--- src/rtl/atcdmac300_ch_sched.sv ---
// Eight-channel DMA scheduler: two-level round-robin arbitration, valid/ready grant offer, burst-slot ownership.
// Optional build macro ATCDMAC300_SCHED_AGING_EN promotes long-waiting level-0 channels to level 1.
//
// state     | meaning
// ----------+--------------------------------------------------------------
// ST_IDLE   | no slot in progress, waiting for enable and a request
// ST_ARB    | one-cycle round-robin search, winner registered into grant_ch
// ST_OFFER  | grant_valid asserted, grant held until grant_ready
// ST_ACTIVE | engine owns grant_ch, counting beats until slot end

module atcdmac300_ch_sched #(
    parameter int BURST_CNT_W = 4,
    parameter int AGE_LIMIT   = 15
) (
    input  logic                   hclk,
    input  logic                   hreset,
    input  logic                   sched_en,
    input  logic [7:0]             ch_request,
    input  logic [7:0]             ch_level,
    input  logic [BURST_CNT_W-1:0] burst_len,
    output logic                   grant_valid,
    input  logic                   grant_ready,
    output logic [2:0]             grant_ch,
    input  logic                   beat_done,
    input  logic                   ch_done,
    output logic                   busy,
    output logic [2:0]             current_channel
);

    typedef enum logic [1:0] {
        ST_IDLE   = 2'd0,
        ST_ARB    = 2'd1,
        ST_OFFER  = 2'd2,
        ST_ACTIVE = 2'd3
    } state_t;

    state_t                 state;
    state_t                 state_nxt;
    logic [2:0]             grant_ch_nxt;
    logic [2:0]             current_channel_nxt;
    logic [BURST_CNT_W-1:0] beat_cnt;
    logic [BURST_CNT_W-1:0] beat_cnt_nxt;

    logic [7:0] eff_level;
    logic [7:0] l1_req;
    logic [7:0] l0_req;
    logic [7:0] search_mask;
    logic       win_found;
    logic [2:0] win_ch;
    logic       accept;
    logic       slot_end;

    assign accept   = (state == ST_OFFER) && grant_ready;
    // ch_done wins over a coincident final beat; either way it is one slot end.
    assign slot_end = (state == ST_ACTIVE) &&
                      (ch_done || (beat_done && (beat_cnt == '0)));

`ifdef ATCDMAC300_SCHED_AGING_EN
    localparam logic [3:0] AGE_MAX = 4'(AGE_LIMIT);

    logic [3:0] age [8];

    always_ff @(posedge hclk) begin
        if (hreset) begin
            for (int c = 0; c < 8; c++) begin
                age[c] <= 4'd0;
            end
        end else begin
            for (int c = 0; c < 8; c++) begin
                if (!ch_request[c] || (accept && (grant_ch == 3'(c)))) begin
                    age[c] <= 4'd0;
                end else if (accept && !ch_level[c] && (age[c] != AGE_MAX)) begin
                    age[c] <= age[c] + 4'd1;
                end
            end
        end
    end

    always_comb begin
        eff_level = ch_level;
        for (int c = 0; c < 8; c++) begin
            if (age[c] == AGE_MAX) begin
                eff_level[c] = 1'b1;
            end
        end
    end
`else
    assign eff_level = ch_level;
`endif

    assign l1_req      = ch_request & eff_level;
    assign l0_req      = ch_request & ~eff_level;
    assign search_mask = (|l1_req) ? l1_req : l0_req;

    // Rotate from the last accepted channel; i == 8 wraps back onto it, so it is searched last.
    always_comb begin
        win_found = 1'b0;
        win_ch    = current_channel;
        for (int i = 1; i <= 8; i++) begin
            if (!win_found && search_mask[current_channel + 3'(i)]) begin
                win_found = 1'b1;
                win_ch    = current_channel + 3'(i);
            end
        end
    end

    always_ff @(posedge hclk) begin
        if (hreset) begin
            state           <= ST_IDLE;
            grant_ch        <= 3'd0;
            current_channel <= 3'h7;
            beat_cnt        <= '0;
        end else begin
            state           <= state_nxt;
            grant_ch        <= grant_ch_nxt;
            current_channel <= current_channel_nxt;
            beat_cnt        <= beat_cnt_nxt;
        end
    end

    always_comb begin
        state_nxt           = state;
        grant_ch_nxt        = grant_ch;
        current_channel_nxt = current_channel;
        beat_cnt_nxt        = beat_cnt;
        case (state)
            ST_IDLE: begin
                if (sched_en && (|ch_request)) begin
                    state_nxt = ST_ARB;
                end
            end
            ST_ARB: begin
                if (|ch_request) begin
                    grant_ch_nxt = win_ch;
                    state_nxt    = ST_OFFER;
                end else begin
                    state_nxt = ST_IDLE;
                end
            end
            ST_OFFER: begin
                if (grant_ready) begin
                    current_channel_nxt = grant_ch;
                    beat_cnt_nxt        = burst_len;
                    state_nxt           = ST_ACTIVE;
                end
            end
            ST_ACTIVE: begin
                if (slot_end) begin
                    state_nxt = (sched_en && (|ch_request)) ? ST_ARB : ST_IDLE;
                end else if (beat_done) begin
                    beat_cnt_nxt = beat_cnt - 1'b1;
                end
            end
            default: state_nxt = ST_IDLE;
        endcase
    end

    assign grant_valid = (state == ST_OFFER);
    assign busy        = (state == ST_ACTIVE);

endmodule

--- config.mk ---
export PLATFORM = sky130hd
export DESIGN_NAME = atcdmac300_ch_sched
export DESIGN_NICKNAME = d
export VERILOG_FILES = /design/src/rtl/atcdmac300_ch_sched.sv
export SDC_FILE = /design/constraint.sdc
export NUM_CORES = 1
export LEC_CHECK = 0
export CORE_MARGIN = 1.5
export CORE_UTILIZATION = 47
export DETAILED_ROUTE_END_ITERATION = 7
export PLACE_DENSITY = 0.73
export SLEW_MARGIN = 20
export SYNTH_ARGS = -nofsm -noshare
export SYNTH_HDL_FRONTEND = slang
export SYNTH_SLANG_ARGS = --single-unit
--- constraint.sdc ---
create_clock -name hclk -period 3.4 [get_ports hclk]
set_input_delay 1.02 -clock hclk [delete_from_list [all_inputs] [get_ports hclk]]
set_output_delay 1.02 -clock hclk [all_outputs]
set_load 0.01 [all_outputs]
Yosys cells after proc, flatten, opt, wreduce, memory -nomap -nowiden. Cells that the tools add are included.

Register bits: 12. Bits of input ports: 26.

Add/subtract/negate cells: 8. Order comparisons: 8. Equality and inequality tests: 8. Multiplexer cells: 42. Bitwise logic cells: 3. Reductions and logical operators: 27.

Operators by type and width (count): $lt 3x4->1 const B (8); $bmux 1 s3 (8); $mux 3 (8); $and 8x8->8 (2); $mux 1 (16); $reduce_or 8->1 (2); $add 3x3->3 const B (4); $mux 4 (3); $logic_and 1x1->1 (10); $mux 2 (4); $mux 8 (1); $not 8->8 (1); $pmux 2 s4 (1); $pmux 4 s2 (1); $logic_not 1->1 (7); $add 3x2->3 const B (2); $ne 2x2->1 const B (3); $eq 2x2->1 const B (2); $logic_not 4->1 (1); $ne 2x1->1 const B (2); $reduce_and 2->1 (2); $reduce_and 4->1 (1); $sub 4x1->4 const B (1); $add 3x1->3 const B (1); other kinds (5) (5).

Logic depth before layout (Yosys ltp). Gate-level depths: netlist (run 1).

Word-level depth: 27. Gate-level depth with buffers: 12.

Worst setup path before layout (run 1). No wires, ideal clock.

Kind: flip-flop to flip-flop. Start point: register current_channel[0]. End point: register grant_ch[2]. Data arrival time: 3.077 ns. Required time: 3.280 ns. Slack: 0.203 ns. Cell stages (with the launch flop): 12. Path buffers: 3. Cell sequence: dfxtp_1 buf_2 inv_1 ha_1 buf_2 clkbuf_1 a32o_2 mux4_2 a211o_1 nor2_1 a222oi_1 o31a_1.

Word-level cells in the longest chain between the ends: 25. Elaborated cells on any way between the ends: 52. Classes of those cells: add/sub (7); mux (31); reduce/logical (14).

Ends and longest elaborated chain: start: declaration (line 27) `output logic [2:0] current_channel`; start signal: assignment (line 116) `current_channel <= current_channel_nxt;`; $add 3x1->3 (line 100, 102); $bmux 1 s3 (line 100) `if (!win_found && search_mask[current_channel + 3'(i)]) begin`; $mux 1 (not written as such) (line 100); $mux 1 (line 100); $logic_not 1->1 (line 100); $logic_and 1x1->1 (line 100); $mux 1 (line 100); $logic_not 1->1 (line 100); (+9 left out); $logic_and 1x1->1 (line 100); $mux 1 (line 100); $logic_not 1->1 (line 100); $logic_and 1x1->1 (line 100); $mux 1 (line 100); $logic_not 1->1 (line 100); $logic_and 1x1->1 (line 100); $mux 3 * (line 100); end signal: assignment (line 115) `grant_ch <= grant_ch_nxt;`; end: declaration (line 23) `output logic [2:0] grant_ch,`.

Mark *: on every way between the ends. The rest lies on a longest branch, timed or not. The select of a mux whose other input is x is not followed. A chain may end at the register's enable or synchronous reset.

Worst setup path in the final report (run 1).
Start point: input ch_level[7]. End point: register grant_ch[2].

Word-level cells in the longest chain between the ends: 27. Elaborated cells on any way between the ends: 50. Classes of those cells: mux (32); bitwise (3); reduce/logical (15).

Ends and longest elaborated chain: start: declaration (line 19) `input logic [7:0] ch_level,`; $and 8x8->8 or $not 8->8 (tied branches) (line 91, 92); $reduce_or 8->1 or $and 8x8->8 (tied branches) (line 93, 92); $mux 8 * (line 93) `assign search_mask = (|l1_req) ? l1_req : l0_req;`; $bmux 1 s3 (line 100); $mux 1 (not written as such) (line 100); $mux 1 (line 100); $logic_not 1->1 (line 100); $logic_and 1x1->1 (line 100); (+11 left out); $logic_and 1x1->1 (line 100); $mux 1 (line 100); $logic_not 1->1 (line 100); $logic_and 1x1->1 (line 100); $mux 1 (line 100); $logic_not 1->1 (line 100); $logic_and 1x1->1 (line 100); $mux 3 * (line 100).

Marks and branches as above.

==> qor.json, run 1 <==
{
  "status": {"value": "finished clean"},
  "hold_path.class": {"value": "reg2reg"},
  "layout_commonest_cell": {"value": "sky130_fd_sc_hd__buf_4"},
  "drt-initial-drc-count": {"value": 318},
  "worst_setup_path_startpoint": {"value": "ch_level[7]"},
  "worstPathRequired": {"value": 3.57, "unit": "ns"},
  "total_via_count_after_detailed_routing": {"value": 2315},
  "drtAntennaViolNets": {"value": 0},
  "dieWidth": {"value": 63.06, "unit": "µm"},
  "estimated_wirelength_of_the_detail_placed_design": {"value": 4230, "unit": "µm"},
  "cts_made_buffers": {"value": 3},
  "final_cell_mix": {"value": "61 x sky130_fd_sc_hd__buf_4, 22 x sky130_fd_sc_hd__nand2_1, 17 x sky130_fd_sc_hd__nor2_1, 17 x sky130_fd_sc_hd__clkdlybuf4s50_1"},
  "drt_drc_violations_left": {"value": 0},
  "area_growth": {"value": 57.79, "unit": "%"},
  "synthDominantAreaCellType": {"value": "sky130_fd_sc_hd__dfxtp_1"},
  "tritoncts_clock_tree": {"value": "built"},
  "synth-edff-count": {"value": 0},
  "clk_latency": {"value": 0.27, "unit": "ns"},
  "max-vdd-ir-drop": {"value": 0.1940, "unit": "mV"},
  "worst_slew_margin_rel": {"value": 0.6639},
  "startpoint_of_the_worst_register_to_register_path": {"value": "current_channel[0]"},
  "timing.final.max_slew_violations": {"value": 0},
  "detail_route.wirelength": {"value": 6536, "unit": "µm"},
  "synth_async_sr_flop_share": {"value": 0},
  "ys_seq_elements": {"value": 12},
  "dpl_worst_slack": {"value": -0.5346, "unit": "ns"},
  "hold-path-cell-count": {"value": 2},
  "rsz0062_at_grt": {"value": "false"},
  "yosysTopAreaCellShare": {"value": 0.1417},
  "detail_route.first_pass.iterations": {"value": 5},
  "route.detailed.wl_per_inst": {"value": 18.78, "unit": "µm"},
  "post_route_clock_skew": {"value": 0.001117, "unit": "ns"},
  "std_cell_rows": {"value": 21},
  "syn-mean-instance-area": {"value": 7.997, "unit": "µm²"},
  "core_area": {"value": 3390, "unit": "µm²"},
  "cts.root.buffer_cell": {"value": "sky130_fd_sc_hd__clkbuf_4"},
  "grt_antenna_before_repair": {"value": 0},
  "ys_seq_area_frac": {"value": 0.1417},
  "post_synth_inst_count": {"value": 212},
  "finalWeightedCongestion": {"value": 0.9614},
  "grt_max_degree": {"value": 24},
  "die-height": {"value": 63.06, "unit": "µm"},
  "sort_of_element_at_the_start_of_the_critical_path": {"value": "primary input"},
  "postSynth.topFlopCell": {"value": "sky130_fd_sc_hd__dfxtp_1"},
  "io_pins": {"value": 34},
  "clkSlewWorstSetupHoldPaths": {"value": 0.08, "unit": "ns"},
  "yosys.cell_types.count": {"value": 56},
  "track_usage": {"value": 0.3004},
  "timing.final.ws_setup": {"value": 0.07056, "unit": "ns"},
  "fmax": {"value": 0.3004, "unit": "GHz"},
  "period_needed": {"value": 3.329, "unit": "ns"},
  "floorplan.initialDensity": {"value": 0.5002},
  "gr-total-overflow": {"value": 0},
  "timing.reg2reg.setup_slack": {"value": 0.23, "unit": "ns"},
  "design.die.area": {"value": 3977, "unit": "µm²"},
  "insertedDiodeCount": {"value": 0},
  "layout.core_utilization": {"value": 0.7892},
  "power.density": {"value": 295.6, "unit": "nW/µm²"},
  "place.port_buffers": {"value": 33},
  "post_drt_via_cell_ratio": {"value": 6.652},
  "clock_tree.htree_level_count": {"value": 1},
  "maxCapViolCount": {"value": 0},
  "hold_viol_final": {"value": 0},
  "worst_setup_path_endpoint": {"value": "grant_ch[2]"},
  "global_route_wire_length_before_repair": {"value": 9680, "unit": "µm"},
  "yosys-top-cells-area": {"value": "sky130_fd_sc_hd__dfxtp_1 14%, sky130_fd_sc_hd__mux4_2 8.0%, sky130_fd_sc_hd__nand2_1 4.9%, sky130_fd_sc_hd__nor2_1 4.0%, sky130_fd_sc_hd__o32ai_1 3.6%"},
  "cts_num_sinks": {"value": 12},
  "hold_path_startpoint": {"value": "beat_cnt[1]"},
  "r2r.worst_path.cells": {"value": 10},
  "crit_path_max_fanout": {"value": 7},
  "total_power": {"value": 790.8, "unit": "µW"},
  "worstReg2RegEnd": {"value": "grant_ch[2]"},
  "syn-cell-area": {"value": 1695, "unit": "µm²"},
  "layout_worst_path_cycle_share": {"value": 0.9792},
  "cp.arrival": {"value": 3.50, "unit": "ns"},
  "syn_nets": {"value": 242},
  "total_leakage_power": {"value": 1.121, "unit": "nW"},
  "synth-warning-count": {"value": 0},
  "critical_path_class": {"value": "in2reg"},
  "cts_buffer_depth": {"value": 2},
  "post_route_cells_drive_above_1_share": {"value": 0.4007},
  "endpoint_kind": {"value": "register"},
  "fin_nets": {"value": 333},
  "finalSetupViolCount": {"value": 0},
  "grt_pass1_vias": {"value": 2064},
  "timing.setup.tns": {"value": 0, "unit": "ns"},
  "max_slew.worst_pin.slew": {"value": 0.5009, "unit": "ns"}
}
==> power by group <==
part	switching [mW]	total, mW	internal (mW)	leakage, nW
Combinational	0.258	0.514	0.255	1.00
Sequential	0.0126	0.164	0.151	0.0978
Clock	0.0483	0.113	0.0651	0.0210
==> layer usage <==
| metal | track usage | vias up | part of all wire |
|---|---|---|---|
| met5 | 0 | - | 0 |
| met4 | 0.06667 | 0 | 0.029 |
| met3 | 0.04464 | 25 | 0.071 |
| met2 | 0.5146 | 130 | 0.48 |
| met1 | 0.3984 | 1114 | 0.42 |
| li1 | - | 1046 | - |
==> how the worst min path moves through the flow <==
stage / end
after floorplan: beat_cnt[3]
after global placement: beat_cnt[1]
after detailed placement: current_channel[1]
after CTS: beat_cnt[1]
after global routing: current_channel[1]
final: beat_cnt[1]
==> cell families (layout without fill, tap and decap cells) <==
group	Yosys count	in the layout	synth area share
compound gates	83	83	0.3993
simple gates	70	70	0.2015
fa+ha+maj	4	4	0.02952
xor+xnor	3	3	0.01550
flops	12	12	0.1417
mux	15	15	0.1528
buf+inv	25	115	0.05978
==> critical path: stages <==
cell and delay [ns]:
sky130_fd_sc_hd__clkdlybuf4s15_1 0.20, sky130_fd_sc_hd__a22oi_2 0.08, sky130_fd_sc_hd__buf_6 0.15, sky130_fd_sc_hd__a41oi_2 0.25, sky130_fd_sc_hd__buf_4 0.18, sky130_fd_sc_hd__buf_4 0.11, sky130_fd_sc_hd__o32ai_2 0.09, sky130_fd_sc_hd__mux4_2 0.53
sky130_fd_sc_hd__a211o_4 0.35, sky130_fd_sc_hd__o32ai_2 0.12, sky130_fd_sc_hd__a222oi_1 0.13, sky130_fd_sc_hd__o31a_1 0.29
==> final cells by class <==
type	count	area, µm²
Timing Repair Buffer	97	762.0
Clock buffer	4	36.28
Fill cell	234	714.4
Sequential cell	12	240.2
Inverter	14	52.55
Multi-Input combinational cell	175	1526
Tap cell	46	57.56
==> synthesized netlist by cell type, types with 3 or more instances <==
library cell / instances
sky130_fd_sc_hd__a21oi_1: 9
sky130_fd_sc_hd__a22o_1: 3
sky130_fd_sc_hd__a22oi_1: 5
sky130_fd_sc_hd__a22oi_2: 4
sky130_fd_sc_hd__a311o_1: 5
sky130_fd_sc_hd__a31oi_1: 3
sky130_fd_sc_hd__a32o_1: 4
sky130_fd_sc_hd__a32oi_1: 3
sky130_fd_sc_hd__a41o_1: 4
sky130_fd_sc_hd__a41oi_1: 4
sky130_fd_sc_hd__buf_2: 3
sky130_fd_sc_hd__clkbuf_1: 7
sky130_fd_sc_hd__dfxtp_1: 12
sky130_fd_sc_hd__ha_1: 4
sky130_fd_sc_hd__inv_1: 12
sky130_fd_sc_hd__mux2i_1: 6
sky130_fd_sc_hd__mux4_2: 6
sky130_fd_sc_hd__nand2_1: 22
sky130_fd_sc_hd__nor2_1: 18
sky130_fd_sc_hd__nor2b_1: 8
sky130_fd_sc_hd__nor3_1: 4
sky130_fd_sc_hd__nor4_1: 4
sky130_fd_sc_hd__o21ai_0: 9
sky130_fd_sc_hd__o22ai_1: 3
sky130_fd_sc_hd__o32ai_1: 7
sky130_fd_sc_hd__or3_1: 3
==> metrics by stage <==
step | std cells | hold WS (ns) | area [µm²]
detailed placement | 323 | 0.5134 | 2357
global route | 348 | 0.5617 | 2675
CTS | 338 | 0.5352 | 2579
finish | 348 | 0.5395 | 2675
floorplan | 212 | 0.4891 | 1695
global placement | 323 | 0.5084 | 2357
==> state kept, by name, summed over array words and instances, names as in the netlist, named ones only <==
name,cells
current_channel,3
grant_ch,3
state,1
beat_cnt,4
==> timing repair <==
action                                  4_1_cts  5_1_grt
pin swaps                                    18       13
cloned                                        0        0
endpoints found under the setup margin        3        3
setup buffers                                12       11
resized for setup                            35       38
hold buffers                                  0        0
Power figures use the tool's default switching activity.
==> inputs of run 2 (changes only) <==
Settings changed: DONT_BUFFER_PORTS set to 1, PLACE_DENSITY 0.73 to 0.61, TNS_END_PERCENT set to 30.
==> run 2 against run 1 <==
Sequential power about the same. Fmax is 7.2% higher. First-iteration DRC count down 50%. Cell count is 26% lower. Via count decreased by 23%. Critical path depth is 3 lower. Die area stayed put. Largest cell class unchanged. Core utilization shrank 26 points. Count of clock-buffer cells in the layout decreased by 1. Worst setup slack better by 0.22 ns.
==> qor.json, run 2 (synthesized netlist as in run 1, its figures left out) <==
{
  "path_cells": {"value": "a22oi_2 > a41oi_1 > o32ai_1 > buf_4 > mux2i_1 > nor2b_1 > o32ai_1 > a222oi_1 > o31a_1"},
  "crit_path_max_incr_delay": {"value": 0.48, "unit": "ns", "change": "-0.05 ns"},
  "total_leakage_power": {"value": 0.6789, "unit": "nW", "change": "-39%"},
  "final_cell_mix": {"value": "22 x sky130_fd_sc_hd__nand2_1, 18 x sky130_fd_sc_hd__nor2_1, 12 x sky130_fd_sc_hd__inv_1, 12 x sky130_fd_sc_hd__dfxtp_1"},
  "final_area": {"value": 1794, "unit": "µm²", "change": "-33%"},
  "estimated_wirelength_of_the_detail_placed_design": {"value": 3771, "unit": "µm", "change": "-11%"},
  "drtAntennaViolNets": {"value": 0, "change": "unchanged"},
  "status": {"value": "finished clean"},
  "fin_nets": {"value": 245, "change": "-26%"},
  "gr-total-overflow": {"value": 0, "change": "unchanged"},
  "final.hold.worst_slack": {"value": 0.5211, "unit": "ns", "change": "-0.01843 ns"},
  "detail_route.first_pass.iterations": {"value": 5, "change": "unchanged"},
  "post_drt_via_cell_ratio": {"value": 6.900, "change": "+3.7%"},
  "layout_commonest_cell": {"value": "sky130_fd_sc_hd__nand2_1"},
  "grt_busiest_layer": {"value": "met2"},
  "worst_slew_margin_rel": {"value": 0.5685, "change": "-0.09530"},
  "timing.setup.tns": {"value": 0, "unit": "ns", "change": "unchanged"},
  "design.die.area": {"value": 3977, "unit": "µm²", "change": "unchanged"},
  "layout_worst_path_cycle_share": {"value": 0.9138, "change": "-0.06547"},
  "endpoint_kind": {"value": "register"},
  "finalSetupViolCount": {"value": 0, "change": "unchanged"},
  "floorplan.initialDensity": {"value": 0.5002, "change": "unchanged"},
  "core_area": {"value": 3390, "unit": "µm²", "change": "unchanged"},
  "grt.met3_usage": {"value": 0.05179, "change": "+0.007143"},
  "cpMostUsedCell": {"value": "sky130_fd_sc_hd__o32ai_1"},
  "timing.final.max_slew_violations": {"value": 0, "change": "unchanged"},
  "detail_route.wirelength": {"value": 4876, "unit": "µm", "change": "-25%"},
  "clock_tree.htree_level_count": {"value": 1, "change": "unchanged"},
  "std_cell_rows": {"value": 21, "change": "unchanged"},
  "timing.reg2reg.setup_slack": {"value": 0.37, "unit": "ns", "change": "+0.14 ns"},
  "tritoncts_clock_tree": {"value": "built"},
  "route.detailed.wl_per_inst": {"value": 18.83, "unit": "µm", "change": "+0.24%"},
  "grt_max_degree": {"value": 24, "change": "unchanged"},
  "layout.core_utilization": {"value": 0.5293, "change": "-0.2599"},
  "io_pins": {"value": 34, "change": "unchanged"},
  "max_slew.worst_pin.slew": {"value": 0.6458, "unit": "ns", "change": "+0.1450 ns"},
  "multi_input_comb_area": {"value": 1354, "unit": "µm²", "change": "-11%"},
  "total_via_count_after_detailed_routing": {"value": 1787, "change": "-23%"},
  "post_route_clock_skew": {"value": 0.006191, "unit": "ns", "change": "+0.005074 ns"},
  "track_usage": {"value": 0.2439, "change": "-0.05643"},
  "global_route.usage.met1": {"value": 0.3222, "change": "-0.07622"},
  "crit_slowest_cell": {"value": "sky130_fd_sc_hd__o32ai_1"},
  "use_met2": {"value": 0.4215, "change": "-0.09309"},
  "n_fill_cell": {"value": 312, "change": "+33%"},
  "dpl_worst_slack": {"value": 0.05587, "unit": "ns", "change": "+0.5905 ns"},
  "finalWeightedCongestion": {"value": 0.9123, "change": "-5.1%"},
  "timing.final.ws_setup": {"value": 0.2932, "unit": "ns", "change": "+0.2226 ns"},
  "crit_path_max_fanout": {"value": 8, "change": "+1"},
  "clkSlewWorstSetupHoldPaths": {"value": 0.08, "unit": "ns", "change": "about the same"},
  "maxCapViolCount": {"value": 0, "change": "unchanged"},
  "cts_num_sinks": {"value": 12, "change": "unchanged"},
  "worstPathRequired": {"value": 3.56, "unit": "ns", "change": "about the same"},
  "cts_buffer_depth": {"value": 2, "change": "unchanged"},
  "drt-initial-drc-count": {"value": 159, "change": "-50%"},
  "power.density": {"value": 313.0, "unit": "nW/µm²", "change": "+5.9%"},
  "critical_path_class": {"value": "in2reg"},
  "finish.cell_count_without_fillers": {"value": 259, "change": "-26%"},
  "place.port_buffers": {"value": 0, "change": "-100%"},
  "place.detailed.instances": {"value": 256, "change": "-21%"},
  "fmax": {"value": 0.3219, "unit": "GHz", "change": "+7.2%"},
  "grt_antenna_before_repair": {"value": 0, "change": "unchanged"},
  "grt_pass1_vias": {"value": 1634, "change": "-21%"},
  "post_route_cells_drive_above_1_share": {"value": 0.1502, "change": "-0.2504"},
  "global_route_wire_length_before_repair": {"value": 7831, "unit": "µm", "change": "-19%"},
  "cts-hold-fix-buffers": {"value": 0, "change": "unchanged"},
  "total_power": {"value": 561.6, "unit": "µW", "change": "-29%"},
  "drt_drc_violations_left": {"value": 0, "change": "unchanged"},
  "cts.root.buffer_cell": {"value": "sky130_fd_sc_hd__clkbuf_4"},
  "post_cts.repair.setup_buffers": {"value": 0, "change": "-12"},
  "rsz0062_at_grt": {"value": "false"},
  "seq_area": {"value": 240.2, "unit": "µm²", "change": "unchanged"},
  "post_cts.resized_instances": {"value": 0, "change": "-100%"},
  "cts_made_buffers": {"value": 3, "change": "unchanged"},
  "max-vdd-ir-drop": {"value": 0.2055, "unit": "mV", "change": "+5.9%"},
  "cp.arrival": {"value": 3.27, "unit": "ns", "change": "-0.23 ns"},
  "hold_viol_final": {"value": 0, "change": "unchanged"},
  "sort_of_element_at_the_start_of_the_critical_path": {"value": "primary input"},
  "largest-register": {"value": "beat_cnt"},
  "clk_latency": {"value": 0.28, "unit": "ns", "change": "about the same"},
  "biggestRegsByFlops": {"value": "beat_cnt (4), current_channel (3), grant_ch (3)"},
  "insertedDiodeCount": {"value": 0, "change": "unchanged"},
  "placement.cell_area": {"value": 1772, "unit": "µm²", "change": "-25%"},
  "die-height": {"value": 63.06, "unit": "µm", "change": "unchanged"},
  "area_growth": {"value": 5.830, "unit": "%"},
  "dieWidth": {"value": 63.06, "unit": "µm", "change": "unchanged"},
  "period_needed": {"value": 3.107, "unit": "ns", "change": "-0.2226 ns"},
  "hold_path.class": {"value": "reg2reg"},
  "flip_flop_count_of_the_largest_register_all_copies_and_words_added": {"value": 4, "change": "unchanged"}
}
run 2: cell count changes in the layout (fill, tap and decap cells not counted), sizes merged:
cell	before	now
buf	64	9
clkbuf	16	3
clkdlybuf4s15	4	0
clkdlybuf4s50	17	0
run 2: critical path, delay by kind of cell:
family                 cells  cell delay [ns]
buffers and inverters      1             0.20
and+or+nand+nor            1             0.17
AOI/OAI and AO/OA          6             1.80
muxes                      1             0.09
run 2: layout make-up:
cell class                 count  area share
inverter                      14     0.02929
clock buffer                   3     0.01255
multi-input combinational    175      0.7545
tap                           46     0.03208
sequential                    12      0.1339
timing repair buffer           9     0.03766
run 2: power breakdown:
group	switching, mW	internal [mW]	leakage [nW]
Sequential	0.0135	0.151	0.0978
Clock	0.0475	0.0411	0.0138
Combinational	0.174	0.134	0.567
run 2: final timing paths:
kind,startpoint,to,cells after the start
setup reg to reg,current_channel[0],grant_ch[2],9
setup / recovery,ch_request[0],grant_ch[2],9
hold / removal,beat_cnt[1],beat_cnt[1],2
hold reg to reg,beat_cnt[1],beat_cnt[1],2
run 2: layer usage:
layer  part of all wire  routed length [µm]
met4             0.0045                  22
met2               0.48                2324
met5                  0                   0
met3              0.074                 363
met1               0.44                2166
